$ cat config.mk
export PLATFORM = sky130hd
export DESIGN_NAME = piso_serializer
export DESIGN_NICKNAME = d
export VERILOG_FILES = /design/src/rtl/piso_serializer.sv
export SDC_FILE = /design/constraint.sdc
export NUM_CORES = 1
export LEC_CHECK = 0
export CORE_MARGIN = 2
export CORE_UTILIZATION = 42
export DETAILED_ROUTE_END_ITERATION = 10
export PLACE_DENSITY_LB_ADDON = 0.05
export REMOVE_ABC_BUFFERS = 1
export SLEW_MARGIN = 10
export SYNTH_ARGS = -nofsm -noshare
export SYNTH_HDL_FRONTEND = slang
export SYNTH_SLANG_ARGS = --single-unit
$ cat constraint.sdc
create_clock -name clock -period 1.4 [get_ports clock]
set_input_delay 0.14 -clock clock [delete_from_list [all_inputs] [get_ports clock]]
set_output_delay 0.14 -clock clock [all_outputs]
set_load 0.01 [all_outputs]
$ cat src/rtl/piso_serializer.sv
// piso_serializer: parallel-in / serial-out stage with valid/ready load handshake.
// Emits one bit per clock with start/end frame strobes and supports back-to-back
// frames. A new word may be accepted during the last-bit cycle of the current frame.
module piso_serializer #(
    parameter int unsigned WIDTH     = 8,
    parameter bit          MSB_FIRST = 1'b1
) (
    input  logic             clock,
    input  logic             reset_n,
    input  logic             load_valid,
    output logic             load_ready,
    input  logic [WIDTH-1:0] load_data,
    output logic             serial_out,
    output logic             serial_valid,
    output logic             frame_start,
    output logic             frame_end,
    output logic             busy
);

    if (WIDTH < 2) begin : g_width_check
        $error("piso_serializer: WIDTH must be >= 2");
    end

    localparam int unsigned    CW   = (WIDTH > 1) ? $clog2(WIDTH) : 1;
    localparam logic [CW-1:0]  LAST = CW'(WIDTH - 1);

    typedef enum logic {
        IDLE  = 1'b0,
        SHIFT = 1'b1
    } state_t;

    state_t           state, state_d;
    logic [CW-1:0]    count, count_d;
    logic [WIDTH-1:0] sreg, sreg_d;
    logic [WIDTH-1:0] shifted;
    logic             serial_out_d, serial_valid_d, frame_start_d, frame_end_d, busy_d;
    logic             last_bit, accept;

    // State, shift register and registered outputs.
    always_ff @(posedge clock or negedge reset_n) begin
        if (!reset_n) begin
            state        <= IDLE;
            count        <= '0;
            sreg         <= '0;
            serial_out   <= 1'b0;
            serial_valid <= 1'b0;
            frame_start  <= 1'b0;
            frame_end    <= 1'b0;
            busy         <= 1'b0;
        end else begin
            state        <= state_d;
            count        <= count_d;
            sreg         <= sreg_d;
            serial_out   <= serial_out_d;
            serial_valid <= serial_valid_d;
            frame_start  <= frame_start_d;
            frame_end    <= frame_end_d;
            busy         <= busy_d;
        end
    end

    // Next-state, datapath and handshake decode.
    // serial_out is a separate register holding the bit currently on the wire;
    // the bit that follows is the top (or bottom) of the already-shifted word.
    always_comb begin
        state_d        = state;
        count_d        = count;
        sreg_d         = sreg;
        serial_out_d   = serial_out;
        serial_valid_d = serial_valid;
        frame_start_d  = frame_start;
        frame_end_d    = frame_end;
        busy_d         = busy;

        shifted    = MSB_FIRST ? {sreg[WIDTH-2:0], 1'b0} : {1'b0, sreg[WIDTH-1:1]};
        last_bit   = (state == SHIFT) && (count == LAST);
        load_ready = (state == IDLE) || last_bit;
        accept     = load_valid && load_ready;

        if (accept) begin
            state_d        = SHIFT;
            count_d        = '0;
            sreg_d         = load_data;
            serial_out_d   = MSB_FIRST ? load_data[WIDTH-1] : load_data[0];
            serial_valid_d = 1'b1;
            frame_start_d  = 1'b1;
            frame_end_d    = (WIDTH == 1);
            busy_d         = 1'b1;
        end else if (state == SHIFT) begin
            if (!last_bit) begin
                count_d       = count + 1'b1;
                sreg_d        = shifted;
                serial_out_d  = MSB_FIRST ? shifted[WIDTH-1] : shifted[0];
                frame_start_d = 1'b0;
                frame_end_d   = ((count + 1'b1) == LAST);
            end else begin
                state_d        = IDLE;
                serial_out_d   = 1'b0;
                serial_valid_d = 1'b0;
                frame_start_d  = 1'b0;
                frame_end_d    = 1'b0;
                busy_d         = 1'b0;
            end
        end
    end

endmodule

# == Word level (Yosys, flattened, before mapping) ==
# Index checks and enable logic that the tools add are counted.
# op_classes
n_reduce_logical,7
n_mux,20
n_addsub,1
bitwise,1
eq_ne,3
# ops
operator,count
$mux W7,3
$mux W1,14
$mux W3,3
$eq A3 B3 Y1 const B,2
$reduce_and A2 Y1,2
$reduce_bool A2 Y1,2
$add A3 B1 Y3 const B,1
$logic_and A1 B1 Y1,2
$ne A2 B1 Y1 const B,1
$logic_or A1 B1 Y1,1
$not A1 Y1,1
# totals
ff_bits,15
input_bits,11
out_inout_bits,6

# == Depth between registers and ports, before layout ==
# Gate-level depths: netlist (run 1).
# depth
depth_word,6
mapped_depth,7
mapped_depth_nobuf,6

# == Least setup slack after synthesis (run 1) ==
# Ideal clock, no wire load.
# synth_path
path_kind,reg-to-reg
startpoint,register count[0]
endpoint,register sreg[5]
required_time_ns,1.274
setup_ns,0.126
path_stages_with_launch,7
path_buffers,2
slack_ns,0.055
arrival_time_ns,1.219
path_cell_list,dfrtp_1 > ha_1 > ha_1 > nor2b_4 > buf_6 > buf_6 > o21ai_0
# synth_via
elab_chain_cells,6
elab_cells_between_ends,8
# synth_lines
item,line,rtl
"start, declared",33,"logic [CW-1:0] count, count_d;"
"start signal, assigned",52,count <= count_d;
$eq A3 B3 Y1 (*),76,last_bit = (state == SHIFT) && (count == LAST);
$logic_and A1 B1 Y1 (*),76,
$logic_or A1 B1 Y1,77,load_ready = (state == IDLE) || last_bit;
$logic_and A1 B1 Y1,78,accept = load_valid && load_ready;
$ne A2 B1 Y1 (no line) / $reduce_bool A2 Y1 (equally long branches),-,
$reduce_and A2 Y1 (no line),-,
"end signal, assigned",53,sreg <= sreg_d;
"end, declared",34,"logic [WIDTH-1:0] sreg, sreg_d;"
# Every way passes the cells marked *; elsewhere a longest branch is shown, timed or not.
# A chain may end at the register's enable or synchronous reset.

# == Worst setup path in the final report (run 1) ==
# layout_path
startpoint,register count[0]
endpoint,output port load_ready
# layout_via
elab_chain_cells,3
# layout_lines
item,line,rtl
$eq A3 B3 Y1,76,
$logic_and A1 B1 Y1,76,
$logic_or A1 B1 Y1,77,
"end, declared",11,"output logic load_ready,"
# Every way passes these cells.

==> results.yml, run 1 <==
drt:
  antenna_left: 0
  drc: 0
  dr.pass1.iters: 4
  routed_wl_mm: 1.30
  vias_per_cell: 4.93
  via_count: 528
  wl_per_cell_um: 12.1
  drtIter0Drc: 5
floorplanning:
  fp.dieArea_um2: 2050
  io_pins: 17
  die_h_um: 45.3
  start_util_pct: 46.0
  die_x_um: 45.3
  rows: 14
  core_um2: 1560
worst_setup_path:
  arrival_ns: 1.32
  end_kind: "output port"
  rr_endpoint: "sreg[5]$_DFFE_PN0P_"
  slowest_stage: "dfrtp_1"
  path_cells: "ha_2, ha_4, nor2b_4, inv_4, buf_6"
  reg2reg_depth: 5
  critical_path_required_ns: 1.26
  crit_type: "register to output port"
  rr_startpoint: "count[0]$_DFFE_PN0P_"
  ff2ff_setup_slack_ns: 0.06
  start_kind: "register"
  path_max_fanout: 2
  max_stage_delay_ns: 0.39
grt:
  grt_pass1_vias: 557
  overflow: 0
  track_usage_pct: 16.3
  grt_max_degree: 17
  antenna_found_initial: 0
  grt_pass1_wl_mm: 2.35
yosys:
  postSynthAreaPerCell_um2: 10.7
  synth_top_area_share_pct: 52.4
  postSynthCellCount: 67
  yosysMostFrequentCell: "dfrtp_1"
  synth_edf_count: 0
  yosys-top-cells-area: "dfrtp_1, mux2i_1, nand2_1"
  ys_types: 17
  yosys_warnings: 0
  ys_ff_latch: 15
  netlist_area_um2: 717
  ys_seq_area_share_pct: 52.4
  async_flop_share_pct: 100
  synth_top_cell_by_area: "dfrtp_1"
  synthTopCellsByCount: "dfrtp_1, nand2_1, mux2i_1, o21ai_0, nor2_1"
  synthFlopType: "dfrtp_1"
power_and_ir_drop:
  switchingPower_uw: 615
  powerDensity_nw_per_um2: 1800
  combPwrFrac_pct: 47.0
  sw_frac_of_total_pct: 34.4
  sequentialPowerShare_pct: 39.4
  leakage_uw: 0.000515
  peakVddDrop_uv: 1230
  p_int_uw: 1170
  finalPower_uw: 1780
  p_clk_share_pct: 13.7
clock_network:
  cts.sinks: 15
  cts_root_buf: "clkbuf_4"
  numCtsBuffers: 3
  cts_tree: "built"
  cts.path.max_buffers: 2
  path_clk_slew_ns: 0.09
  htreeDepth: 1
  insertion_delay_ns: 0.28
timing:
  final-hold-violation-count: 0
  tightest_slew_ns: 0.190
  rsz0062_at_grt: "true"
  fin_crit_sh_pct: 104
  whs_ns: 0.157
  setup_slack_ns: -0.0593
  finalMaxSlewViolations: 0
  finalSetupViolCount: 1
  finClkSkew_ns: 0.00431
  fmax_mhz: 685
  slew-limit-headroom_pct: 87.3
  period_minus_slack_ns: 1.46
  fin_setup_tns_ns: -0.0593
place:
  dp_hpwl_um: 898
  routabilityCongestion: 0.749
  io_buffers: 16
outcome:
  outcome: "finished with violations"
  violations: "negative setup slack"
finish:
  area_growth_pct: 38.0
  drive_gt1_share_pct: 20.9
  multi_input_area_um2: 308
  num_antenna_cells: 0
  regArea_um2: 375
  num-nets-final: 106
  fillers: 141
hold_path:
  min_path_type: "input port to async pin"
run:
  cap_violations: 0
==> worst max path at each step <==
stage                         start                   end  slack (ns)  cells past startpoint
2_1_floorplan  count[0]$_DFFE_PN0P_  count[1]$_DFFE_PN0P_       -0.05                      6
3_3_place_gp   count[0]$_DFFE_PN0P_            load_ready       -0.17                      5
4_1_cts        count[1]$_DFFE_PN0P_            load_ready       -0.09                      5
3_5_place_dp   count[0]$_DFFE_PN0P_            load_ready       -0.19                      5
6_report       count[0]$_DFFE_PN0P_            load_ready       -0.06                      5
5_1_grt        count[0]$_DFFE_PN0P_            load_ready       -0.12                      5
==> critical path: cells and delay by family, from the launching register on <==
kind	cells	cell delay, ns
buffers and inverters	2	0.15
flip-flops	1	0.39
AND/OR/NAND/NOR	1	0.13
adder cells (fa/ha/maj)	2	0.37
==> cell families (layout without fill, tap and decap cells) <==
logic type,count (synthesis),in the layout,share of synthesized area (%)
AOI/OAI and AO/OA,10,10,7.33
buffers and inverters,8,32,8.20
DFF,15,15,52.4
and+or+nand+nor,23,23,15.7
adders and majority gates,3,3,5.24
muxes,8,8,11.2
==> metrics by stage <==
stage / cells / setup slack (ns) / instance area (um2) / util, %
3_5_place_dp: 101 / -0.187 / 917 / 58.8
6_report: 107 / -0.0593 / 990 / 63.5
3_3_place_gp: 101 / -0.167 / 917 / 58.8
5_1_grt: 107 / -0.121 / 990 / 63.5
4_1_cts: 106 / -0.0909 / 967 / 62.0
2_1_floorplan: 62 / -0.0454 / 672 / -
==> sequential cells by signal (all words and copies together) (netlist names) <==
signal       cells
sreg             7
count            3
busy             1
frame_end        1
frame_start      1
serial_out       1
state            1
==> power by group through the flow <==
stage / combinational (uW) / sequential (uW) / clock (uW)
floorplan: 359 / 727 / 0
global placement: 759 / 698 / 0
detailed placement: 765 / 703 / 0
CTS: 820 / 702 / 258
global route: 957 / 730 / 274
finish: 838 / 703 / 244
==> layout by cell type, fill, tap and decap left out <==
cell,instances
nand2_1,12
inv_4,1
nor2_1,4
ha_4,1
o21ai_0,6
buf_6,1
inv_1,2
buf_12,1
clkdlybuf4s50_1,13
mux2i_1,8
ha_2,1
o21ai_1,1
clkbuf_4,3
buf_4,8
nand4b_1,1
dlymetal6s2s_1,2
nand2b_4,1
nor2b_4,1
a21oi_1,2
dfrtp_1,15
nor2_2,1
ha_1,1
nand3b_1,2
a22oi_1,1
nand3_1,1
clkbuf_1,1
==> cell type report <==
type,instances,area share [%]
repair buffers,25,24.9
clock buffers,4,2.65
multi-input cells,44,31.1
well taps,16,2.02
flip-flops and latches,15,37.9
inverters,3,1.39
==> layer usage <==
| metal | GRT usage [%] | part of all wire, % | up-vias |
|---|---|---|---|
| met1 | 18.5 | 44 | 244 |
| met2 | 26.3 | 50 | 11 |
| met5 | 0 | 0 | - |
| met3 | 5.20 | 5.9 | 2 |
| li1 | - | - | 271 |
| met4 | 10.6 | 0.69 | 0 |
==> repair_timing <==
action	4_1_cts	5_1_grt
buffers inserted	1	1
hold buffers	0	0
resized for setup	8	5
endpoints found under the setup margin	10	13
pin swaps	2	2
Note: power is estimated with default switching activity, not from simulation.
==> run 2: changes to the inputs <==
--- a/config.mk
+++ b/config.mk
@@ -5,9 +5,11 @@
 export SDC_FILE = /design/constraint.sdc
 export NUM_CORES = 1
 export LEC_CHECK = 0
+export CORE_ASPECT_RATIO = 1.1
 export CORE_MARGIN = 2
 export CORE_UTILIZATION = 42
 export DETAILED_ROUTE_END_ITERATION = 10
+export MAX_ROUTING_LAYER = met4
 export PLACE_DENSITY_LB_ADDON = 0.05
 export REMOVE_ABC_BUFFERS = 1
 export SLEW_MARGIN = 10
==> run 2 against run 1 <==
Net effect: the flow still finishes with violations (negative setup slack); clock-buffer cell count is 1 lower; sequential power is 0.9% lower; global-route usage decreased by 1.0 points; routed wire length fell by 4.9%; critical endpoint unchanged; largest cell class unchanged; highest routed layer unchanged.
==> results.yml, run 2 (synthesis gave the netlist of run 1 again) <==
drt:
  drc: 0
  dr.pass1.iters: 4
  wl_per_cell_um: 11.3
  antenna_left: 0
  drtIter0Drc: 3
  routed_wl_mm: 1.23
  via_count: 524
  vias_per_cell: 4.81
place:
  dp_hpwl_um: 917
  routabilityCongestion: 0.783
  io_buffers: 16
  dp.cells: 104
worst_setup_path:
  start_kind: "register"
  critical_path_required_ns: 1.26
  slowest_stage: "dfrtp_1"
  critical_path.top_delay_family: "flip-flops"
  arrival_ns: 1.32
  end_kind: "output port"
  path_max_fanout: 2
  crit_type: "register to output port"
  path_cells: "ha_2, ha_4, nor2b_4, inv_4, buf_6"
  crit_buf_inv: 2
  max_stage_delay_ns: 0.39
grt:
  grt_pass1_vias: 522
  overflow: 0
  grt_pass1_wl_mm: 2.19
  grt_max_degree: 17
  track_usage_pct: 15.3
  antenna_found_initial: 0
power_and_ir_drop:
  powerDensity_nw_per_um2: 1830
  peakVddDrop_uv: 1260
  leakage_uw: 0.000502
timing:
  fmax_mhz: 686
  slew-limit-headroom_pct: 87.1
  finalMaxSlewViolations: 0
  finClkSkew_ns: 0.00534
  tightest_slew_ns: 0.193
  fin_crit_sh_pct: 104
  rsz0062_at_grt: "true"
  finalSetupViolCount: 1
  setup_slack_ns: -0.0570
  period_minus_slack_ns: 1.46
  final-hold-violation-count: 0
finish:
  largest_reg_flops: 7
  num_antenna_cells: 0
  mostFrequentLayoutCells: "dfrtp_1, clkdlybuf4s50_1, nand2_1"
  drive_gt1_share_pct: 21.7
  multi_input_area_um2: 305
  area_growth_pct: 37.0
  final_common_cell: "dfrtp_1"
  regMostFlops: "sreg"
  fillers: 142
  fin_util_pct: 62.3
  num-nets-final: 107
  regArea_um2: 375
  fin_cells: 109
  reg_top3: "sreg x7, count x3"
clock_network:
  htreeDepth: 1
  ctsHoldBuffers: 0
  path_clk_slew_ns: 0.10
  cts_root_buf: "clkbuf_4"
  cts_tree: "built"
  cts.path.max_buffers: 2
  cts.sinks: 15
  insertion_delay_ns: 0.28
  numCtsBuffers: 3
floorplanning:
  die_h_um: 47.3
  start_util_pct: 45.5
  rows: 15
  core_um2: 1580
  io_pins: 17
  die_x_um: 43.4
  fp.dieArea_um2: 2050
outcome:
  violations: "negative setup slack"
  outcome: "finished with violations"
hold_path:
  min_path_type: "input port to async pin"
run:
  cap_violations: 0
[run 2: what timing repair did]
action                                  CTS  global route
pin swaps                                 2             2
buffers inserted                          0             1
resized for setup                         8             3
endpoints found under the setup margin   10            13
[run 2: path summary, 6_finish.rpt]
path	from	to	slack, ns	depth (start not counted)
worst min-delay path	reset_n	serial_out$_DFFE_PN0P_	0.16	2
worst max-delay path	count[0]$_DFFE_PN0P_	load_ready	-0.06	5
worst max register to register	count[0]$_DFFE_PN0P_	count[1]$_DFFE_PN0P_	0.05	7
worst min register to register	frame_end$_DFFE_PN0P_	frame_end$_DFFE_PN0P_	0.48	2
max in group asynchronous	reset_n	count[1]$_DFFE_PN0P_	1.07	2
min in group clock	load_data[7]	serial_out$_DFFE_PN0P_	0.41	3
[run 2: layout make-up]
| type | instances | area share, % |
|---|---|---|
| inverters | 3 | 1.40 |
| clock buffers | 3 | 2.29 |
| multi-input cells | 44 | 31.1 |
| flip-flops and latches | 15 | 38.2 |
| repair buffers | 26 | 24.3 |
| well taps | 17 | 2.17 |
| clock inverters | 1 | 0.510 |
[run 2: metrics by stage]
| step | setup slack, ns | area, um2 | setup TNS (ns) | power [uW] | hold slack (ns) |
|---|---|---|---|---|---|
| after global routing | -0.113 | 982 | -0.190 | 1950 | 0.191 |
| after floorplan | -0.0454 | 672 | -0.156 | 1090 | -0.156 |
| after detailed placement | -0.191 | 921 | -0.350 | 1490 | 0.463 |
| after CTS | -0.0849 | 965 | -0.0849 | 1780 | 0.158 |
| final | -0.0570 | 982 | -0.0570 | 1790 | 0.157 |
| after global placement | -0.149 | 921 | -0.149 | 1460 | 0.454 |
[run 2: layer usage]
metal	share of wire, %	vias up	track usage, %	wire length, um
met5	0	-	-	0
met4	0.89	0	9.09	11
met3	6.3	2	3.08	78
met2	43	12	21.8	534
met1	49	236	20.2	609
li1	-	274	-	-
[run 2: report_power, final]
group	switching (uW)	internal, uW	leakage, uW
clock	144	106	0.0000177
sequential	93.7	603	0.000193
combinational	385	461	0.000292
total	623	1170	0.000502
[run 2: worst reg2reg max path: stages (launching register included)]
cell	delay, ns
dfrtp_1	0.39
ha_2	0.20
ha_4	0.17
nor2b_4	0.13
inv_4	0.04
buf_4	0.15
nand3b_1	0.08
o21ai_1	0.07
==> run 3: changes to the inputs <==
--- a/config.mk
+++ b/config.mk
@@ -5,9 +5,8 @@
 export SDC_FILE = /design/constraint.sdc
 export NUM_CORES = 1
 export LEC_CHECK = 0
-export CORE_ASPECT_RATIO = 1.1
 export CORE_MARGIN = 2
-export CORE_UTILIZATION = 42
+export CORE_UTILIZATION = 25
 export DETAILED_ROUTE_END_ITERATION = 10
 export MAX_ROUTING_LAYER = met4
 export PLACE_DENSITY_LB_ADDON = 0.05
==> run 3 against run 2 <==
Net effect: the flow still finishes with violations (negative setup slack); final cell count increased by 13%; hold slack better by 0.011 ns; setup slack better by 0.019 ns; flip-flop and latch count did not move; non-clock buffer count is the same; via count up 4.6%; cell area rose by 3.2%; clock skew decreased by 0.0011 ns; critical path depth unchanged; total power is 1.0% higher; highest routed layer unchanged.
==> results.yml, run 3 (synthesis gave the netlist of run 1 again) <==
finish:
  multi_input_area_um2: 305
  mostFrequentLayoutCells: "dfrtp_1, clkdlybuf4s50_1, nand2_1"
  num_antenna_cells: 0
  final_common_cell: "dfrtp_1"
  fillers: 281
  regArea_um2: 375
  num-nets-final: 107
  largest_reg_flops: 7
  reg_top3: "sreg x7, count x3"
  regMostFlops: "sreg"
  design_area_um2: 1010
  drive_gt1_share_pct: 20.7
  area_growth_pct: 41.4
hold_path:
  min_path_type: "input port to async pin"
timing:
  slew-limit-headroom_pct: 86.5
  tightest_slew_ns: 0.202
  period_minus_slack_ns: 1.44
  rsz0062_at_grt: "true"
  finClkSkew_ns: 0.00419
  setup_slack_ns: -0.0378
  final-hold-violation-count: 0
  finalSetupViolCount: 1
  fin_crit_sh_pct: 103
  fmax_mhz: 696
  finalMaxSlewViolations: 0
power_and_ir_drop:
  leakage_uw: 0.000519
  peakVddDrop_uv: 790
  powerDensity_nw_per_um2: 1790
  finalPower_uw: 1810
worst_setup_path:
  start_kind: "register"
  crit_type: "register to output port"
  rr_endpoint: "count[1]$_DFFE_PN0P_"
  path_max_fanout: 2
  ff2ff_setup_slack_ns: 0.06
  end_kind: "output port"
  reg2reg_depth: 7
  critical_path_required_ns: 1.26
  arrival_ns: 1.30
  rr_startpoint: "count[0]$_DFFE_PN0P_"
floorplanning:
  io_pins: 17
  start_util_pct: 26.2
  rows: 19
  fp.dieArea_um2: 3310
  core_um2: 2730
  die_h_um: 57.6
  die_x_um: 57.6
place:
  dp_slack_ns: -0.164
  dp_hpwl_um: 992
  io_buffers: 16
  post_dp_cell_area_um2: 943
  routabilityCongestion: 0.720
clock_network:
  insertion_delay_ns: 0.28
  numCtsBuffers: 3
  cts.sinks: 15
  ctsHoldBuffers: 0
  htreeDepth: 1
  cts_tree: "built"
  path_clk_slew_ns: 0.09
  cts_root_buf: "clkbuf_4"
  cts.path.max_buffers: 2
drt:
  antenna_left: 0
  dr.pass1.iters: 4
  drtIter0Drc: 10
  drc: 0
  routed_wl_mm: 1.40
  vias_per_cell: 4.46
  wl_per_cell_um: 11.4
  via_count: 548
grt:
  antenna_found_initial: 0
  grt_max_degree: 17
  track_usage_pct: 10.1
  overflow: 0
  grt_pass1_wl_mm: 2.44
  grt_pass1_vias: 562
outcome:
  violations: "negative setup slack"
  outcome: "finished with violations"
run:
  cap_violations: 0
[run 3: what timing repair did]
action	CTS	global route
setup endpoints to repair	10	8
gates resized for setup	8	4
gates cloned	0	0
pin swaps	2	2
setup buffers	1	1
endpoints found under the hold margin	0	0
[run 3: stage by stage]
step / cells / hold slack (ns) / utilization, % / setup TNS [ns]
after floorplan: 62 / -0.156 / - / -0.156
after global placement: 117 / 0.459 / 34.5 / -0.174
after detailed placement: 117 / 0.457 / 34.5 / -0.185
after CTS: 122 / 0.169 / 36.3 / -0.0713
after global routing: 123 / 0.164 / 37.1 / -0.153
final: 123 / 0.167 / 37.1 / -0.0378
[run 3: cell type report]
class / instances / area share, %
sequential: 15 / 37.0
inverter: 3 / 1.36
tap: 31 / 3.83
timing repair buffer: 26 / 25.1
multi-input combinational: 44 / 30.1
clock buffer: 4 / 2.59
[run 3: worst max path at each step]
stage                                     from                    to  slack [ns]  cells past startpoint
after floorplan           count[0]$_DFFE_PN0P_  count[1]$_DFFE_PN0P_       -0.05                      6
after global placement    count[0]$_DFFE_PN0P_            load_ready       -0.16                      5
after detailed placement  count[0]$_DFFE_PN0P_            load_ready       -0.16                      5
after CTS                 count[1]$_DFFE_PN0P_            load_ready       -0.07                      5
after global routing      count[0]$_DFFE_PN0P_            load_ready       -0.11                      5
final                     count[0]$_DFFE_PN0P_            load_ready       -0.04                      5
[run 3: routing by layer]
layer / global-route usage [%] / part of all wire [%]
met3: 4.31 / 6.6
met1: 11.5 / 45
met4: 3.99 / 2.0
met2: 15.6 / 47
met5: - / 0
[run 3: worst max-delay path: stages (launching register included)]
cell,delay (ns)
dfrtp_1,0.39
ha_2,0.20
ha_4,0.16
nor2b_4,0.13
inv_4,0.04
buf_6,0.11
[run 3: report_power, final]
| part | leakage, uW | switching [uW] | internal (uW) |
|---|---|---|---|
| sequential | 0.000193 | 94.8 | 603 |
| clock | 0.0000150 | 131 | 110 |
| combinational | 0.000311 | 395 | 476 |
